File: config.mk
export PLATFORM = sky130hd
export DESIGN_NAME = pipeline_ctrl
export DESIGN_NICKNAME = d
export VERILOG_FILES = /design/src/rtl/pipeline_ctrl_pkg.sv /design/src/rtl/pipeline_ctrl_load_use.sv /design/src/rtl/pipeline_ctrl.sv
export SDC_FILE = /design/constraint.sdc
export NUM_CORES = 1
export LEC_CHECK = 0
export BUFFER_PORTS_ARGS = -buffer_cell sky130_fd_sc_hd__buf_2
export CAP_MARGIN = 20
export CORE_MARGIN = 3
export CORE_UTILIZATION = 50
export DETAILED_ROUTE_END_ITERATION = 10
export PLACE_DENSITY = 0.83
export SLEW_MARGIN = 10
export SYNTH_ARGS = -nofsm -noshare
export SYNTH_HDL_FRONTEND = slang
export SYNTH_SLANG_ARGS = --single-unit
export TNS_END_PERCENT = 1
File: constraint.sdc
create_clock -name Clk -period 2.4 [get_ports Clk]
set_input_delay 0.48 -clock Clk [delete_from_list [all_inputs] [get_ports Clk]]
set_output_delay 0.48 -clock Clk [all_outputs]
set_load 0.01 [all_outputs]
File: src/rtl/pipeline_ctrl_pkg.sv
// pipeline_ctrl_pkg: shared types and constants for the pipeline stall/flush sequencer.
//   state_t  : sequencer states (RUN, MEM_WAIT, ERROR)
//   REG_ZERO : architectural $zero register index; never a real hazard source
package pipeline_ctrl_pkg;

    typedef enum logic [1:0] {
        RUN      = 2'd0,
        MEM_WAIT = 2'd1,
        ERROR    = 2'd2
    } state_t;

    localparam logic [4:0] REG_ZERO = 5'd0;

endpackage

File: src/rtl/pipeline_ctrl_load_use.sv
// load_use_detect: combinational load-use hazard compare.
//   ID_EX_MemRead, ID_EX_Rt : load currently in EX and its destination
//   IF_ID_Rs, IF_ID_Rt      : source registers of the instruction in ID
//   Load_Use                : 1 when the ID instruction needs the loaded value
module load_use_detect
    import pipeline_ctrl_pkg::*;
(
    input  logic       ID_EX_MemRead,
    input  logic [4:0] ID_EX_Rt,
    input  logic [4:0] IF_ID_Rs,
    input  logic [4:0] IF_ID_Rt,
    output logic       Load_Use
);

    // A load into $zero produces nothing to wait for.
    assign Load_Use = ID_EX_MemRead && (ID_EX_Rt != REG_ZERO) &&
                      ((ID_EX_Rt == IF_ID_Rs) || (ID_EX_Rt == IF_ID_Rt));

endmodule

File: src/rtl/pipeline_ctrl.sv
// pipeline_ctrl: stall/flush sequencer for the 5-stage MIPS pipeline.
//   Inputs : hazard info from ID/EX, branch/memory info from EX/MEM, DMem_Ack
//   Outputs: PC and pipeline-register write enables / flushes, PCSrc,
//            DMem_Req, sticky Err, StallCount, Dbg_State (current FSM state)
//
// Data memory handshake: DMem_Req is high for every cycle an access is
// outstanding (from the cycle the memop reaches MEM until the cycle DMem_Ack
// is seen). The access completes in the first cycle where DMem_Req and
// DMem_Ack are both high; DMem_Ack while DMem_Req is low is ignored.
module pipeline_ctrl
    import pipeline_ctrl_pkg::*;
#(
    parameter int MEM_TIMEOUT = 16,
    parameter int CNT_W       = 32
) (
    input  logic             Clk,
    input  logic             Rst_n,
    input  logic             ID_EX_MemRead,
    input  logic [4:0]       ID_EX_Rt,
    input  logic [4:0]       IF_ID_Rs,
    input  logic [4:0]       IF_ID_Rt,
    input  logic             EX_MEM_Branch,
    input  logic             EX_MEM_Zero,
    input  logic             EX_MEM_MemRead,
    input  logic             EX_MEM_MemWrite,
    input  logic             DMem_Ack,
    output logic             PCWrite,
    output logic             PCSrc,
    output logic             IF_ID_Write,
    output logic             IF_ID_Flush,
    output logic             ID_EX_Write,
    output logic             ID_EX_Flush,
    output logic             EX_MEM_Write,
    output logic             EX_MEM_Flush,
    output logic             MEM_WB_Flush,
    output logic             DMem_Req,
    output logic             Err,
    output logic [CNT_W-1:0] StallCount,
    output state_t           Dbg_State
);

    localparam int WAIT_W = (MEM_TIMEOUT > 2) ? $clog2(MEM_TIMEOUT) : 1;
    localparam logic [WAIT_W-1:0] WAIT_LAST = WAIT_W'(MEM_TIMEOUT - 1);

    state_t             state_q, state_d;
    logic [WAIT_W-1:0]  wait_q, wait_d;
    logic [CNT_W-1:0]   cnt_q;
    logic               err_q, err_d;
    logic               cnt_inc;
    logic               adv;      // pipeline moves this cycle (taken/loaduse are evaluated)
    logic               req;
    logic               memop, taken, load_use;

    assign memop = EX_MEM_MemRead | EX_MEM_MemWrite;
    assign taken = EX_MEM_Branch & EX_MEM_Zero;

    load_use_detect u_load_use (
        .ID_EX_MemRead (ID_EX_MemRead),
        .ID_EX_Rt      (ID_EX_Rt),
        .IF_ID_Rs      (IF_ID_Rs),
        .IF_ID_Rt      (IF_ID_Rt),
        .Load_Use      (load_use)
    );

    // Next-state, wait counter and stall accounting.
    always_comb begin
        state_d = state_q;
        wait_d  = wait_q;
        err_d   = err_q;
        req     = 1'b0;
        adv     = 1'b0;
        cnt_inc = 1'b0;
        case (state_q)
            RUN: begin
                if (memop) begin
                    req = 1'b1;
                    if (DMem_Ack) begin
                        adv = 1'b1;
                    end else begin
                        state_d = MEM_WAIT;
                        wait_d  = WAIT_W'(1);
                        cnt_inc = 1'b1;
                    end
                end else begin
                    adv = 1'b1;
                end
                // Load-use bubble is a counted stall; a taken branch squashes it.
                if (adv && !taken && load_use) begin
                    cnt_inc = 1'b1;
                end
            end
            MEM_WAIT: begin
                req = 1'b1;
                if (DMem_Ack) begin
                    // Completion cycle: advances like RUN but is not counted.
                    adv     = 1'b1;
                    state_d = RUN;
                    wait_d  = '0;
                end else begin
                    cnt_inc = 1'b1;
                    if (wait_q == WAIT_LAST) begin
                        state_d = ERROR;
                        err_d   = 1'b1;
                    end else begin
                        wait_d = wait_q + WAIT_W'(1);
                    end
                end
            end
            ERROR: begin
                adv = 1'b0;
            end
            default: begin
                state_d = RUN;
            end
        endcase
    end

    // Mealy output decode; reset forces everything frozen and flushed.
    always_comb begin
        PCWrite      = adv & (taken | ~load_use);
        PCSrc        = adv & taken;
        IF_ID_Write  = adv & (taken | ~load_use);
        IF_ID_Flush  = adv & taken;
        ID_EX_Write  = adv;
        ID_EX_Flush  = adv & (taken | load_use);
        EX_MEM_Write = adv;
        EX_MEM_Flush = adv & taken;
        MEM_WB_Flush = ~adv;
        DMem_Req     = req;
        if (!Rst_n) begin
            PCWrite      = 1'b0;
            PCSrc        = 1'b0;
            IF_ID_Write  = 1'b0;
            IF_ID_Flush  = 1'b1;
            ID_EX_Write  = 1'b0;
            ID_EX_Flush  = 1'b1;
            EX_MEM_Write = 1'b0;
            EX_MEM_Flush = 1'b1;
            MEM_WB_Flush = 1'b1;
            DMem_Req     = 1'b0;
        end
    end

    always_ff @(posedge Clk or negedge Rst_n) begin
        if (!Rst_n) begin
            state_q <= RUN;
            wait_q  <= '0;
            cnt_q   <= '0;
            err_q   <= 1'b0;
        end else begin
            state_q <= state_d;
            wait_q  <= wait_d;
            err_q   <= err_d;
            if (cnt_inc) begin
                cnt_q <= cnt_q + CNT_W'(1);
            end
        end
    end

    assign Err        = err_q;
    assign StallCount = cnt_q;
    assign Dbg_State  = state_q;

endmodule

==> results of run 1 <==
-- placed cells by master, fill, tap and decap left out, drive strengths merged, types with 3 or more instances in the layout --
cell,count
a21oi,6
and2,5
and3,9
and4,3
buf,69
clkbuf,7
dfrtp,39
inv,5
nand2,13
nand3,16
nand4,17
nor2,11
o21ai,9
or2b,3
xnor2,30
xor2,12
-- sequential cells by signal, indices dropped and copies added (netlist names) --
register and count:
Err 1, wait_q 4, Dbg_State 2, StallCount 32
-- critical path, stage by stage --
cell and delay, ns:
buf_2 0.12, or4_1 0.52, o21a_1 0.22, or2b_1 0.19, a21oi_1 0.04, nor2_1 0.10
buf_2 0.14
-- final cells by class --
cell class                      instances  share of cell area (%)
Inverter                                5                   0.743
Multi-Input combinational cell        150                    39.9
Tap cell                               48                    2.38
Clock buffer                            7                    3.81
Clock inverter                          1                   0.297
Sequential cell                        39                    38.7
Timing Repair Buffer                   70                    14.3
-- kinds of logic after synthesis --
| kind of cell | count (synthesis) | share of synthesized area, % |
|---|---|---|
| xor+xnor | 42 | 17.7 |
| simple gates | 84 | 22.7 |
| fa+ha+maj | 2 | 1.21 |
| buf+inv | 15 | 4.40 |
| flops | 39 | 47.0 |
| compound gates | 21 | 6.15 |
| mux | 1 | 0.724 |
-- synth_stat cells, types with 2 or more instances --
library cell	instances	area, sq um
a21oi_1	6	30.0
and2_1	5	31.3
and3_1	9	56.3
and4_4	2	22.5
buf_4	3	22.5
buf_6	3	33.8
clkbuf_1	3	11.3
dfrtp_1	39	976
ha_1	2	25.0
inv_1	5	18.8
nand2_1	13	48.8
nand3_1	15	75.1
nand4_1	17	106
nor2_1	10	37.5
nor3_1	2	10.0
o21ai_0	7	35.0
o21ai_2	2	17.5
o21bai_1	2	15.0
or2b_1	3	22.5
xnor2_1	30	263
xor2_1	12	105
-- worst max-delay path by stage --
stage and to:
2_1_floorplan PCWrite, 3_3_place_gp IF_ID_Write, 3_5_place_dp StallCount[28]$_DFFE_PN0P_, 4_1_cts IF_ID_Write, 5_1_grt PCWrite, 6_report IF_ID_Write
-- stage by stage --
step	area, sq um	util, %	power, mW	cells
finish	2530	66.1	1.59	320
global route	2530	66.1	1.68	320
CTS	2530	66.0	1.61	320
detailed placement	2410	63.0	1.11	311
global placement	2410	63.0	1.10	311
floorplan	2070	-	0.979	204
-- where the power goes --
part | switching [mW] | total, mW | internal [mW]
Sequential | 0.0808 | 0.798 | 0.717
Clock | 0.233 | 0.494 | 0.261
Combinational | 0.153 | 0.302 | 0.149
-- metal layers --
layer	global-route usage, %	vias up	share of wire [%]
met5	0	-	0
met4	7.02	0	1.2
met3	3.74	6	4.8
met2	32.6	50	51
met1	23.4	821	43
li1	-	835	-
-- what timing repair did --
item	4_1_cts	5_1_grt
gates resized for setup	0	2
hold buffers	1	0
hold endpoints to repair	2	0
setup endpoints to repair	0	1
==> flow_summary.yaml, run 1 <==
status:
  status: "completed"
drt:
  drt_iter0_drc: 104
  drc: 0
  num_vias: 1712
  ant_nets: 0
  wire_per_inst_um: 14.0
  wl_mm: 4.47
  dr.pass1.iters: 4
  viasPerCell: 5.35
clocking:
  cts.path.max_buffers: 2
  cts_tree: "yes"
  cts_buffers: 5
  cts_root_buf: "clkbuf_8"
  htreeDepth: 2
  clk_latency_ns: 0.29
  clk_pin_slew_ns: 0.08
  postCtsSetupRepairBufs: 0
  clock-sinks: 39
place:
  gp_congestion: 0.761
  dp_hpwl_mm: 3.35
  place_worst_setup_slack_ns: 0.0803
  portBuffers: 67
synthesis:
  synthFlopType: "dfrtp_1"
  ys_ff_latch: 39
  ys_seq_area_share_pct: 47.0
  synth_edf_count: 0
  async_reset_ff_share_pct: 100
  netlist_instances: 204
  synth.distinct_cells: 35
  yosys_warnings: 0
  synth.avg_cell_area_sq_um: 10.2
  syn_area_sq_mm: 0.00207
  synthesis.nets: 229
hold_path:
  min_path_type: "reg2reg"
  whs_endpoint: "Err$_DFFE_PN0P_"
  min_from: "Err$_DFFE_PN0P_"
  hold_depth: 1
timing:
  finalMaxSlewViolations: 0
  hold_ws_ns: 0.477
  setup_tns_ns: 0
  worst_slew_margin_rel_pct: 50.4
  rsz0062_at_grt: "false"
  setup_viol: 0
  max_slew.worst_pin.slew_ns: 0.744
  period_share_pct: 95.9
  fmax_mhz: 434
  min_period_ns: 2.30
  setup_slack_ns: 0.0984
  fin_skew_ns: 0.00594
  hold_viol_final: 0
job:
  cap_violations: 0
grt:
  grt_overflow: 0
  grtUsageTotal_pct: 19.0
  grt_max_degree: 36
  grt_pass1_vias: 1720
  grt_pass1_wl_mm: 7.65
  antenna_found_initial: 0
critical_path:
  critPathArrivalTime_ns: 1.82
  setup.worst_path.start: "ID_EX_Rt[0]"
  r2r_end: "StallCount[22]$_DFFE_PN0P_"
  critPathLaunchType: "primary input"
  r2r_setup_slack_ns: 0.47
  critPathRequiredTime_ns: 1.92
  r2r-start: "Dbg_State[0]$_DFFE_PN0P_"
  rr_worst_depth: 5
  cp_max_fo: 3
  endpoint_kind: "output pin"
  path_class: "in2out"
floorplanning:
  rows: 22
  die-area_sq_mm: 0.00496
  fp.coreArea_sq_mm: 0.00383
  die_y_um: 70.4
  ioPinCount: 68
  fp.dieW_um: 70.4
  start_util_pct: 54.2
cells_and_area:
  diodes: 0
  syn_to_final_growth_pct: 21.8
  regArea_sq_um: 977
  n_fill_cell: 312
  drive_above_1_share_pct: 31.6
  nets: 296
  multiInputGateArea_sq_mm: 0.00101
pwr:
  p_leak_nw: 1.25
  ir_worst_vdd_mv: 0.456
  power_density_mw_per_mm2: 631
(Power assumes the default switching activity.)
==> run 2, diff against run 1 <==
- ABC_AREA: not set -> 1
- CORE_UTILIZATION: 50 -> 54
- PLACE_DENSITY: 0.83 -> 0.85
==> run 2 against run 1 <==
Effect of this change: register-to-register slack better by 0.02 ns; final cell count up 72%; clock power up 16%; critical endpoint unchanged.
==> flow_summary.yaml, run 2 <==
synthesis:
  synth_most_common_cell: "nand2_1"
  netlist_instances: 418
  synthFlopType: "dfrtp_1"
  synth.distinct_cells: 28
  ys_ff_latch: 39
  yosys-top-cells-count: "162 x nand2_1, 43 x nand3_1, 41 x inv_1, 39 x dfrtp_1, 37 x nor2_1"
  syn_area_sq_mm: 0.00279
  ys_seq_area_share_pct: 35.0
  synth_area_leader_cell: "dfrtp_1"
  synth.avg_cell_area_sq_um: 6.68
  synth.area.top_cells: "dfrtp_1 35%, nand2_1 22%, nand3_1 7.7%"
  yosys_warnings: 0
  synthesis.nets: 443
  synth_top_area_share_pct: 35.0
  async_reset_ff_share_pct: 100
  synth_edf_count: 0
status:
  status: "completed"
drt:
  dr.pass1.iters: 5
  wl_met3_um: 481
  ant_nets: 0
  drt_iter0_drc: 219
  wl_met1_mm: 3.11
  viasPerCell: 5.26
  num_vias: 2894
  drc: 0
  wire_per_inst_um: 13.0
  wl_mm: 7.17
  routed-wl-met2_mm: 3.41
  top_layer_used: "met4"
grt:
  grt_overflow: 0
  antenna_found_initial: 0
  grt_max_degree: 40
  grtUsageTotal_pct: 25.0
  grt_pass1_vias: 2750
  grt_pass1_wl_mm: 12.4
pwr:
  p_leak_nw: 1.82
  power_density_mw_per_mm2: 536
  ir_worst_vdd_mv: 0.353
  p_total_mw: 1.75
timing:
  hold_ws_ns: 0.337
  setup_slack_ns: 0.376
  finalMaxSlewViolations: 0
  worst_slew_margin_rel_pct: 66.3
  min_period_ns: 2.02
  max_slew.worst_pin.slew_ns: 0.505
  rsz0062_at_grt: "false"
  setup_tns_ns: 0
  fin_skew_ns: 0.00493
  period_share_pct: 84.3
  setup_viol: 0
  fmax_mhz: 494
  hold_viol_final: 0
clocking:
  htreeDepth: 2
  cts.path.max_buffers: 2
  clock-sinks: 39
  cts_tree: "yes"
  hold_buffers: 0
  clk_pin_slew_ns: 0.08
  ctsResizeCount: 0
  cts_buffers: 5
  postCtsSetupRepairBufs: 0
  clk_latency_ns: 0.30
  cts_root_buf: "clkbuf_8"
critical_path:
  r2r_setup_slack_ns: 0.49
  critPathArrivalTime_ns: 1.54
  endpoint_kind: "output pin"
  critPathRequiredTime_ns: 1.92
  cp_max_fo: 7
  path_class: "reg2out"
  critPathLaunchType: "register"
cells_and_area:
  syn_to_final_growth_pct: 16.8
  diodes: 0
  nets: 507
  utilization_pct: 67.2
  n_fill_cell: 420
  final_common_cell: "nand2_1"
  drive_above_1_share_pct: 18.8
  largest_reg_flops: 32
  final_cell_mix: "162 x nand2_1, 67 x buf_2, 43 x nand3_1"
floorplanning:
  rows: 25
  die_y_um: 77.9
  start_util_pct: 57.5
  fp.dieW_um: 77.9
  ioPinCount: 68
  fp.coreArea_sq_mm: 0.00485
  die-area_sq_mm: 0.00607
place:
  dp_hpwl_mm: 5.40
  portBuffers: 67
  place_worst_setup_slack_ns: 0.436
  gp_congestion: 0.969
hold_path:
  min_path_type: "in2async"
job:
  cap_violations: 0
==> run 2: cell count changes after synthesis, moves of 5 or more <==
cell,before,now
nand2_1,13,162
inv_1,5,41
nand3_1,15,43
nor2_1,10,37
xnor2_1,30,10
nor3_1,2,16
nand4_1,17,6
and3_1,9,0
buf_2,1,7
xor2_1,12,18
and2_1,5,0
==> run 2: power by group <==
part	leakage [nW]	total (mW)	switching, mW	internal (mW)
clock network	0.0612	0.571	0.234	0.336
registers	0.529	0.771	0.0664	0.705
logic	1.23	0.406	0.267	0.139
total	1.82	1.75	0.567	1.18
==> run 2: layout make-up <==
cell class	count	area [sq um]	area share, %
multi-input cells	322	1560	47.8
flip-flops and latches	39	976	30.0
repair buffers	70	358	11.0
inverters	44	165	5.07
well taps	67	83.8	2.57
clock buffers	6	82.6	2.53
clock inverters	2	35.0	1.08
==> run 2: cell families (layout without fill, tap and decap cells) <==
| group | after synthesis | after routing | share of synthesized area, % |
|---|---|---|---|
| fa+ha+maj | 2 | 2 | 0.897 |
| simple gates | 278 | 278 | 43.4 |
| compound gates | 14 | 14 | 2.78 |
| flops | 39 | 39 | 35.0 |
| xor+xnor | 28 | 28 | 8.79 |
| buf+inv | 57 | 122 | 9.19 |
==> run 2: worst max-delay path, stage by stage, from the launching register on <==
cell	delay, ns
dfrtp_1	0.46
a21oi_1	0.26
nand2_1	0.07
nor2_1	0.19
nand2_1	0.08
inv_1	0.07
buf_2	0.12
==> run 2: layer usage <==
metal | GRT usage [%] | vias up
li1 | - | 1438
met1 | 32.9 | 1311
met2 | 41.7 | 124
met3 | 4.41 | 21
met4 | 8.01 | 0
met5 | 0 | -
==> run 2: final timing paths <==
check	from	end	cells past startpoint
min reg2reg	Err$_DFFE_PN0P_	Err$_DFFE_PN0P_	2
max in group asynchronous	Rst_n	StallCount[1]$_DFFE_PN0P_	2
min	Rst_n	StallCount[25]$_DFFE_PN0P_	2
max reg2reg	StallCount[0]$_DFFE_PN0P_	StallCount[26]$_DFFE_PN0P_	10
min in group Clk	Err$_DFFE_PN0P_	Err$_DFFE_PN0P_	2
max	Dbg_State[0]$_DFFE_PN0P_	IF_ID_Write	6
==> run 2: per-stage QoR <==
stage | instances | cell area [sq um]
2_1_floorplan | 418 | 2790
3_3_place_gp | 542 | 3140
3_5_place_dp | 542 | 3140
4_1_cts | 550 | 3260
5_1_grt | 550 | 3260
6_report | 550 | 3260
